## config.mk

```make
export PLATFORM = sky130hd
export DESIGN_NAME = booth_wallace_mul
export DESIGN_NICKNAME = d
export VERILOG_FILES = /design/src/rtl/booth_wallace_mul.sv
export SDC_FILE = /design/constraint.sdc
export NUM_CORES = 2
export LEC_CHECK = 0
export BUFFER_PORTS_ARGS = -buffer_cell sky130_fd_sc_hd__buf_2
export CAP_MARGIN = 20
export CORE_UTILIZATION = 46
export CTS_CLUSTER_SIZE = 14
export DETAILED_ROUTE_END_ITERATION = 8
export PLACE_DENSITY = 0.63
export SETUP_SLACK_MARGIN = 0.3
export SYNTH_ARGS = -nofsm -noshare
export SYNTH_HDL_FRONTEND = slang
export SYNTH_SLANG_ARGS = --single-unit
```

## constraint.sdc

```tcl
create_clock -name clk -period 19.36 [get_ports clk]
set_clock_uncertainty 0.2 [all_clocks]
set_input_delay 3.872 -clock clk [delete_from_list [all_inputs] [get_ports clk]]
set_output_delay 3.872 -clock clk [all_outputs]
set_load 0.005 [all_outputs]
```

## src/rtl/booth_wallace_mul.sv

```systemverilog
// Radix-4 Booth multiplier with a carry-save reduction of the partial-product rows,
// followed by a final carry-propagate add. Two-stage valid/ready pipeline with flush.
module booth_wallace_mul #(
  parameter int WIDTH = 32,
  parameter int TAG_W = 5
) (
  input  logic               clk,
  input  logic               reset,
  input  logic               flush,
  input  logic               in_valid,
  output logic               in_ready,
  input  logic               in_signed,
  input  logic [WIDTH-1:0]   in_a,
  input  logic [WIDTH-1:0]   in_b,
  input  logic [TAG_W-1:0]   in_tag,
  output logic               out_valid,
  input  logic               out_ready,
  output logic [2*WIDTH-1:0] out_prod,
  output logic [TAG_W-1:0]   out_tag
);
  localparam int PW  = 2 * WIDTH;
  localparam int NPP = WIDTH / 2 + 1;
  localparam int EW  = WIDTH + 2;

  // Magnitude selected by a Booth digit, sign-extended to product width; negation
  // is applied by the caller as one's complement plus an injected carry.
  function automatic logic [PW-1:0] booth_mag(input logic signed [EW-1:0] a,
                                              input logic [2:0] d);
    logic signed [PW-1:0] ax;
    ax = PW'(a);
    case (d)
      3'b001, 3'b010, 3'b101, 3'b110: return ax;
      3'b011, 3'b100:                 return ax <<< 1;
      default:                        return '0;
    endcase
  endfunction

  // Full-adder row: {sum, carry shifted one column up}; carry out of the MSB is dropped.
  function automatic logic [2*PW-1:0] csa(input logic [PW-1:0] x,
                                          input logic [PW-1:0] y,
                                          input logic [PW-1:0] z);
    logic [PW-1:0] s;
    logic [PW-1:0] c;
    s = x ^ y ^ z;
    c = (x & y) | (x & z) | (y & z);
    return {s, c[PW-2:0], 1'b0};
  endfunction

  logic               w_adv1;
  logic               w_adv2;
  logic signed [EW-1:0] w_a_ext;
  logic [EW:0]        w_b_pad;
  logic [PW-1:0]      w_sum;
  logic [PW-1:0]      w_cry;

  logic               r_vld_p1;
  logic [PW-1:0]      r_sum_p1;
  logic [PW-1:0]      r_cry_p1;
  logic [TAG_W-1:0]   r_tag_p1;
  logic               r_vld_p2;
  logic [PW-1:0]      r_prod_p2;
  logic [TAG_W-1:0]   r_tag_p2;

  assign w_adv2    = !r_vld_p2 || out_ready;
  assign w_adv1    = !r_vld_p1 || w_adv2;
  assign in_ready  = w_adv1;
  assign out_valid = r_vld_p2;
  assign out_prod  = r_prod_p2;
  assign out_tag   = r_tag_p2;

  // Stage 1: Booth recode and carry-save reduction to sum/carry vectors
  always_comb begin
    logic [PW-1:0]   row;
    logic [PW-1:0]   inj;
    logic [2*PW-1:0] sc;
    logic [2:0]      d;
    logic            neg;
    w_a_ext = in_signed ? {{2{in_a[WIDTH-1]}}, in_a} : {2'b00, in_a};
    w_b_pad = in_signed ? {{2{in_b[WIDTH-1]}}, in_b, 1'b0} : {2'b00, in_b, 1'b0};
    w_sum   = '0;
    w_cry   = '0;
    inj     = '0;
    row     = '0;
    sc      = '0;
    d       = '0;
    neg     = 1'b0;
    for (int i = 0; i < NPP; i++) begin
      d          = w_b_pad[2*i +: 3];
      neg        = d[2] & ~(d[1] & d[0]);
      row        = booth_mag(w_a_ext, d);
      row        = (neg ? ~row : row) << (2 * i);
      inj[2*i]   = neg;
      sc         = csa(w_sum, w_cry, row);
      w_sum      = sc[2*PW-1:PW];
      w_cry      = sc[PW-1:0];
    end
    sc    = csa(w_sum, w_cry, inj);
    w_sum = sc[2*PW-1:PW];
    w_cry = sc[PW-1:0];
  end

  always_ff @(posedge clk) begin
    if (reset) begin
      r_vld_p1  <= 1'b0;
      r_sum_p1  <= '0;
      r_cry_p1  <= '0;
      r_tag_p1  <= '0;
      r_vld_p2  <= 1'b0;
      r_prod_p2 <= '0;
      r_tag_p2  <= '0;
    end else begin
      // Stage 2: carry-propagate add of the stage-1 vectors
      if (w_adv2) begin
        r_vld_p2  <= r_vld_p1;
        r_prod_p2 <= r_sum_p1 + r_cry_p1;
        r_tag_p2  <= r_tag_p1;
      end
      if (w_adv1) begin
        r_vld_p1 <= in_valid;
        r_sum_p1 <= w_sum;
        r_cry_p1 <= w_cry;
        r_tag_p1 <= in_tag;
      end
      if (flush) begin
        r_vld_p1 <= 1'b0;
        r_vld_p2 <= 1'b0;
      end
    end
  end
endmodule

```

**Word-level counts from Yosys, hierarchy flattened**

Index checks and enable logic that the tools add are counted.

- Div/mod/pow operators: 0
- Shift-type cells: 0
- Order comparisons: 0
- Reductions and logical operators: 39
- Equality and inequality tests: 102
- Bitwise operators: 182
- Multiply operators: 0
- Mux-type cells: 36
- $add $sub $neg: 1

Operator list:

| kind | number |
|---|---|
| $and A63 B63 Y63 | 47 |
| $xor A64 B64 Y64 | 32 |
| $or A63 B63 Y63 | 32 |
| $eq A3 B3 Y1 const B | 51 |
| $pmux W64 S2 | 1 |
| $and A63 B33 Y63 | 2 |
| $pmux W62 S2 | 1 |
| $pmux W60 S2 | 1 |
| $pmux W58 S2 | 1 |
| $pmux W56 S2 | 1 |
| $pmux W54 S2 | 1 |
| $pmux W52 S2 | 1 |
| $eq A3 B2 Y1 const B | 34 |
| $pmux W50 S2 | 1 |
| $pmux W48 S2 | 1 |
| $pmux W46 S2 | 1 |
| $pmux W44 S2 | 1 |
| $pmux W42 S2 | 1 |
| $pmux W40 S2 | 1 |
| $pmux W38 S2 | 1 |
| $pmux W36 S2 | 1 |
| $mux W34 | 2 |
| $pmux W34 S2 | 1 |
| $reduce_or A4 Y1 | 17 |
| 43 further kinds | 127 |

- Latch bits: 0
- Input port bits: 75
- Memories: 0
- ROM bits: 0
- Output and inout bits: 71
- Bits in writable memories: 0
- Word-level logic and storage cells: 367
- Bits in registers: 203

**Depth between registers and ports, before layout**

- Depth in word-level cells: 55
- Depth in mapped cells: 29
- Depth with buffers taken out: 27

**Worst setup path after synthesis**

No wires, ideal clock.

- Kind: input port to flip-flop
- Start: input port in_b[1]
- End: register r_sum_p1[63]
- Stages on the path: 28
- Setup slack: 5514 ps
- Setup time: 70 ps
- Data required time: 19090 ps
- Path buffers: 2
- Data arrival time: 13576 ps
- Path through: clkbuf_1 -> clkbuf_1 -> nand2_1 -> a21oi_1 -> a21oi_1 -> ha_1 -> o21ai_0 -> fa_1 -> fa_1 -> fa_1 -> fa_1 -> fa_1 -> fa_1 -> fa_1 -> fa_1 -> fa_1 -> fa_1 -> fa_1 -> fa_1 -> inv_1 -> fa_1 -> fa_1 -> xor2_1 -> xnor2_1 -> xnor2_1 -> xnor2_1 -> nand2_1 -> a21oi_1

- Cells in the longest elaborated chain, start to end: 54
- Elaborated cells between the ends (all ways): 136
- Those cells by class: 12 x eq/ne; 5 x mux; 115 x bitwise; 4 x reduce/logical

RTL lines:

| item | line | source |
|---|---|---|
| start: declaration | 14 | `input logic [WIDTH-1:0] in_b,` |
| $mux W35 * | 79 | `w_b_pad = in_signed ? {{2{in_b[WIDTH-1]}}, in_b, 1'b0} : {2'b00, in_b, 1'b0};` |
| $eq A3 B1 Y1, or another cell as far along | 31 | `case (d)` |
| $reduce_or A4 Y1 or $reduce_or A2 Y1 (tied branches) | 31 |  |
| $pmux W64 S2 or $pmux W62 S2 (tied branches) | 31 |  |
| $not A64 Y64 or $not A62 Y62 (tied branches) | 91 | `row = (neg ? ~row : row) << (2 * i);` |
| $mux W64 or $mux W62 (tied branches) | 91 |  |
| $xor A64 B64 Y64 or $and A63 B63 Y63 (tied branches) | 44, 45 |  |
| $and A63 B63 Y63 | 45 | `c = (x & y) \| (x & z) \| (y & z);` |
| [... 35 more ...] | n/a |  |
| $and A63 B63 Y63 | 45 |  |
| $or A63 B63 Y63 (2 in series) | 45 |  |
| $and A63 B63 Y63 | 45 |  |
| $or A63 B63 Y63 (2 in series) | 45 |  |
| $and A63 B63 Y63 | 45 |  |
| $or A63 B63 Y63 (2 in series) | 45 |  |
| $xor A64 B64 Y64 * | 44 | `s = x ^ y ^ z;` |
| $xor A64 B33 Y64 * | 44 |  |
| end signal: assignment | 120 | `r_sum_p1 <= w_sum;` |
| end: declaration | 57 | `logic [PW-1:0] r_sum_p1;` |

Every way passes the cells marked *; elsewhere a longest branch is shown, timed or not.
A chain may end at the register's enable or synchronous reset.

**Worst setup path after layout**

- Start: input port in_a[31]
- End: register r_sum_p1[63]

- Cells in the longest elaborated chain, start to end: 52
- Elaborated cells between the ends (all ways): 161
- Those cells by class: 35 x mux; 126 x bitwise

RTL lines:

| item | line | source |
|---|---|---|
| start: declaration | 13 | `input logic [WIDTH-1:0] in_a,` |
| $mux W34 * | 78 | `w_a_ext = in_signed ? {{2{in_a[WIDTH-1]}}, in_a} : {2'b00, in_a};` |
| $pmux W64 S2 or $pmux W62 S2 (tied branches) | 31 |  |
| $not A64 Y64 or $not A62 Y62 (tied branches) | 91 |  |
| $mux W64 or $mux W62 (tied branches) | 91 |  |
| $xor A64 B64 Y64 or $and A63 B63 Y63 (tied branches) | 44, 45 |  |
| $and A63 B63 Y63 | 45 |  |
| $or A63 B63 Y63 (2 in series) | 45 |  |
| $and A63 B63 Y63 | 45 |  |
| [... 32 more ...] | n/a |  |
| $and A63 B63 Y63 | 45 |  |
| $or A63 B63 Y63 (2 in series) | 45 |  |
| $and A63 B63 Y63 | 45 |  |
| $or A63 B63 Y63 (2 in series) | 45 |  |
| $and A63 B63 Y63 | 45 |  |
| $or A63 B63 Y63 (2 in series) | 45 |  |
| $xor A64 B64 Y64 * | 44 |  |
| $xor A64 B33 Y64 * | 44 |  |

Marks and branches as above.

==> implementation parameters <==
Parameter                              Value

Cells and area
  Fill cell total of the finished layout ... 7372
  Share of layout cells above drive strength 1 ... 7.63%
  Area Overhead vs Synth ... 4.38%
  Final std cell area, no fill ... 37300 um2
  Area taken by flip-flops and latches ... 3880 um2
  Area taken by multi-input logic gates ... 29300 um2
  Final net count ... 4784
  Antenna Diode Count ... 0

Yosys
  Cell types occupying the most area after synthesis ... sky130_fd_sc_hd__fa_1 (29%), sky130_fd_sc_hd__xnor2_1 (12%), sky130_fd_sc_hd__dfxtp_1 (11%)
  Post-synth top area cell ... sky130_fd_sc_hd__fa_1
  Post-synth ARST share ... 0%
  Flip-flop cell with the highest count after synthesis ... sky130_fd_sc_hd__dfxtp_1
  Synthesized flop and latch total ... 194
  Portion of the post-synthesis area used by sequential elements ... 10.9%
  Cell with the most instances after synthesis ... sky130_fd_sc_hd__fa_1
  Synth warn ... 0
  Commonest cells in the synthesized netlist ... sky130_fd_sc_hd__fa_1 (512), sky130_fd_sc_hd__xnor2_1 (485), sky130_fd_sc_hd__nand2_1 (444)
  Proportion of netlist area held by the largest area contributor ... 28.7%
  Synthesized Nets ... 4980
  EDFF count, synth ... 0
  Post-Syn Area ... 35800 um2
  Mean post-synth cell area ... 8.69 um2
  Number of library cell types mapped by synthesis ... 82
  Count of mapped cells out of synthesis ... 4115

CTS
  Clock tree root buffer cell ... sky130_fd_sc_hd__clkbuf_16
  CTS tree ... built
  H-tree depth ... 4
  Cells resized by post-CTS repair ... 0
  Clock transition at the registers of the reported paths ... 0.08 ns
  Number of buffers inserted during clock tree synthesis ... 17
  Maximum buffer depth of the clock tree ... 2
  Cts-stage hold buffer count ... 0
  Post-CTS Setup Inserts ... 0
  Clk Latency, worst-skew pair ... 0.46 ns
  CTS sink cnt ... 194

Global routing
  Gr ovfl total ... 0
  Wire length of the first global-routing pass ... 167000 um
  Number of antenna violations at the first check in global routing ... 1
  Overall global routing resource usage ... 26.6%
  Largest net degree at the start of global routing ... 113
  Vias in the first global route ... 28639

Outcome
  Outcome ... completed

Timing
  Min Tclk post-route ... 14.30 ns
  Ratio of final minimum period to clock period ... 73.9%
  Sum of negative setup slack ... 0 ns
  Setup repair after global routing missed its margin ... no
  Slew at the pin closest to its max-slew limit ... 0.986 ns
  Setup violation total in the final timing report ... 0
  Highest attainable clock frequency ... 69.9 MHz
  Number of hold violations in the final report ... 0
  Worst slew margin relative to its limit ... 34.2%
  Max-slew violation count ... 0

Critical path
  Start of the worst register-to-register path ... r_cry_p1[1]
  Depth of the most critical reg-to-reg path ... 11
  Worst Path Required ... 19.54 ns
  Minimum setup slack among reg-to-reg paths ... 15.55 ns
  Element type at the critical path start ... input pin
  Critical path start-end classification ... in2reg
  Max Fanout on Critical Path ... 36
  Critical path arrival ... 14.49 ns
  Crit path capture type ... flip-flop
  Endpoint of the worst-slack reg-to-reg timing path ... out_prod[55]

Routing
  Number of detailed-routing iterations run before antenna repair ... 6
  Via density per instance ... 5.79
  Count of routing violations after the opening detailed-route iteration ... 2335
  Vias ... 28753
  Final routed DRC violation total ... 0
  Residual antenna-violating net count after detailed routing ... 0
  Post-detailed-route wirelength per cell ... 21.0 um
  Final WL ... 104000 um

Floorplan
  Number of cell rows ... 101
  I/O pins ... 146
  Die Outline Area ... 78900 um2
  X dimension of the die ... 281 um
  Area inside the core boundary ... 76500 um2
  Initial cell density of the core ... 46.8%
  Chip Height ... 281 um

Min path
  Hold Path Sink ... out_prod[0]
  Worst hold path class ... reg2reg
  Startpoint of the lowest-slack hold path ... out_prod[0]
  Hold depth ... 2

Place
  RD Place Congestion ... 0.936
  Area post-placement ... 36700 um2
  Number of port buffers ... 145
  Post-detailed-placement half-perimeter wirelength ... 79300 um

Run
  Max cap viols ... 0
-- how the worst max path moves through the flow --
stage	slack, ns	cells past startpoint	to	startpoint
2_1_floorplan	5.51	28	r_sum_p1[63]	in_b[1]
6_report	5.06	28	r_sum_p1[63]	in_a[31]
3_3_place_gp	4.81	28	r_sum_p1[63]	in_a[31]
3_5_place_dp	4.67	28	r_sum_p1[63]	in_a[31]
5_1_grt	4.44	28	r_sum_p1[63]	in_a[31]
4_1_cts	5.15	28	r_sum_p1[63]	in_a[31]
-- layer usage --
| metal | share of wire, % | up-vias | global-route usage [%] |
|---|---|---|---|
| li1 | - | 13400 | - |
| met1 | 45 | 14211 | 37.1 |
| met2 | 47 | 1007 | 44.4 |
| met3 | 5.1 | 135 | 1.89 |
| met4 | 2.5 | 0 | 7.12 |
| met5 | 0 | - | 0 |
-- per-stage QoR --
step	setup slack (ns)	utilization, %	hold slack, ns	std cells
3_3_place_gp	4.81	48.0	0.236	4930
6_report	5.06	48.8	0.248	4962
5_1_grt	4.44	48.8	0.264	4962
2_1_floorplan	5.51	-	0.232	4115
4_1_cts	5.15	48.8	0.250	4962
3_5_place_dp	4.67	48.0	0.240	4930
-- logic make-up (layout without fill, tap and decap cells) --
| family | after synthesis | count (layout) | synth area share [%] |
|---|---|---|---|
| adders and majority gates | 791 | 791 | 38.4 |
| buffers and inverters | 686 | 503 | 7.45 |
| DFF | 194 | 194 | 10.9 |
| xor gates and xnor gates | 556 | 556 | 13.6 |
| and+or+nand+nor | 902 | 902 | 10.8 |
| AOI/OAI and AO/OA | 969 | 969 | 18.4 |
| other | 1 | 1 | 0.0105 |
| muxes | 16 | 16 | 0.486 |
-- area by class of cell --
| cell class | count | area share [%] |
|---|---|---|
| repair buffers | 203 | 3.13 |
| inverters | 268 | 2.70 |
| clock buffers | 17 | 1.14 |
| clock inverters | 15 | 0.623 |
| well taps | 1030 | 3.45 |
| multi-input cells | 3235 | 78.6 |
| flip-flops and latches | 194 | 10.4 |
-- critical path: stages --
cell	delay [ns]
sky130_fd_sc_hd__buf_2	0.07
sky130_fd_sc_hd__buf_4	0.34
sky130_fd_sc_hd__and2_1	0.42
sky130_fd_sc_hd__o21ai_0	0.16
sky130_fd_sc_hd__a21oi_1	0.26
sky130_fd_sc_hd__ha_1	0.31
sky130_fd_sc_hd__o21ai_0	0.41
sky130_fd_sc_hd__fa_1	0.57
sky130_fd_sc_hd__fa_1	0.64
sky130_fd_sc_hd__fa_1	0.53
sky130_fd_sc_hd__fa_1	0.61
sky130_fd_sc_hd__fa_1	0.52
sky130_fd_sc_hd__fa_1	0.61
sky130_fd_sc_hd__fa_1	0.51
sky130_fd_sc_hd__fa_1	0.61
sky130_fd_sc_hd__fa_1	0.51
sky130_fd_sc_hd__fa_1	0.61
sky130_fd_sc_hd__fa_1	0.51
sky130_fd_sc_hd__fa_1	0.55
sky130_fd_sc_hd__inv_1	0.08
sky130_fd_sc_hd__fa_1	0.47
sky130_fd_sc_hd__fa_1	0.39
sky130_fd_sc_hd__xor2_1	0.20
sky130_fd_sc_hd__xnor2_1	0.15
sky130_fd_sc_hd__xnor2_1	0.15
sky130_fd_sc_hd__xnor2_1	0.14
sky130_fd_sc_hd__nand2_1	0.07
sky130_fd_sc_hd__a21oi_1	0.15
-- cells in the final DEF, fill, tap and decap left out, drive strengths merged, types with 12 or more instances in the layout --
cell type	count
nor2	251
fa	512
a22oi	374
a31oi	12
dfxtp	194
a21oi	209
o21ai	129
xor2	71
ha	278
nand2b	12
nand2	445
nand3	54
and2	50
a21o	29
nand4	21
inv	275
xnor2	485
nor3	24
clkbuf	17
and3	12
a211oi	123
buf	203
-- registers in the layout, indices dropped and copies added, names as in the netlist --
| signal | count |
|---|---|
| r_vld_p1 | 1 |
| r_tag_p1 | 5 |
| out_valid | 1 |
| r_sum_p1 | 64 |
| out_tag | 5 |
| r_cry_p1 | 54 |
| out_prod | 64 |
Power is not shown: default switching activity piles up to over one toggle a cycle in this logic, so the estimate is an artifact.
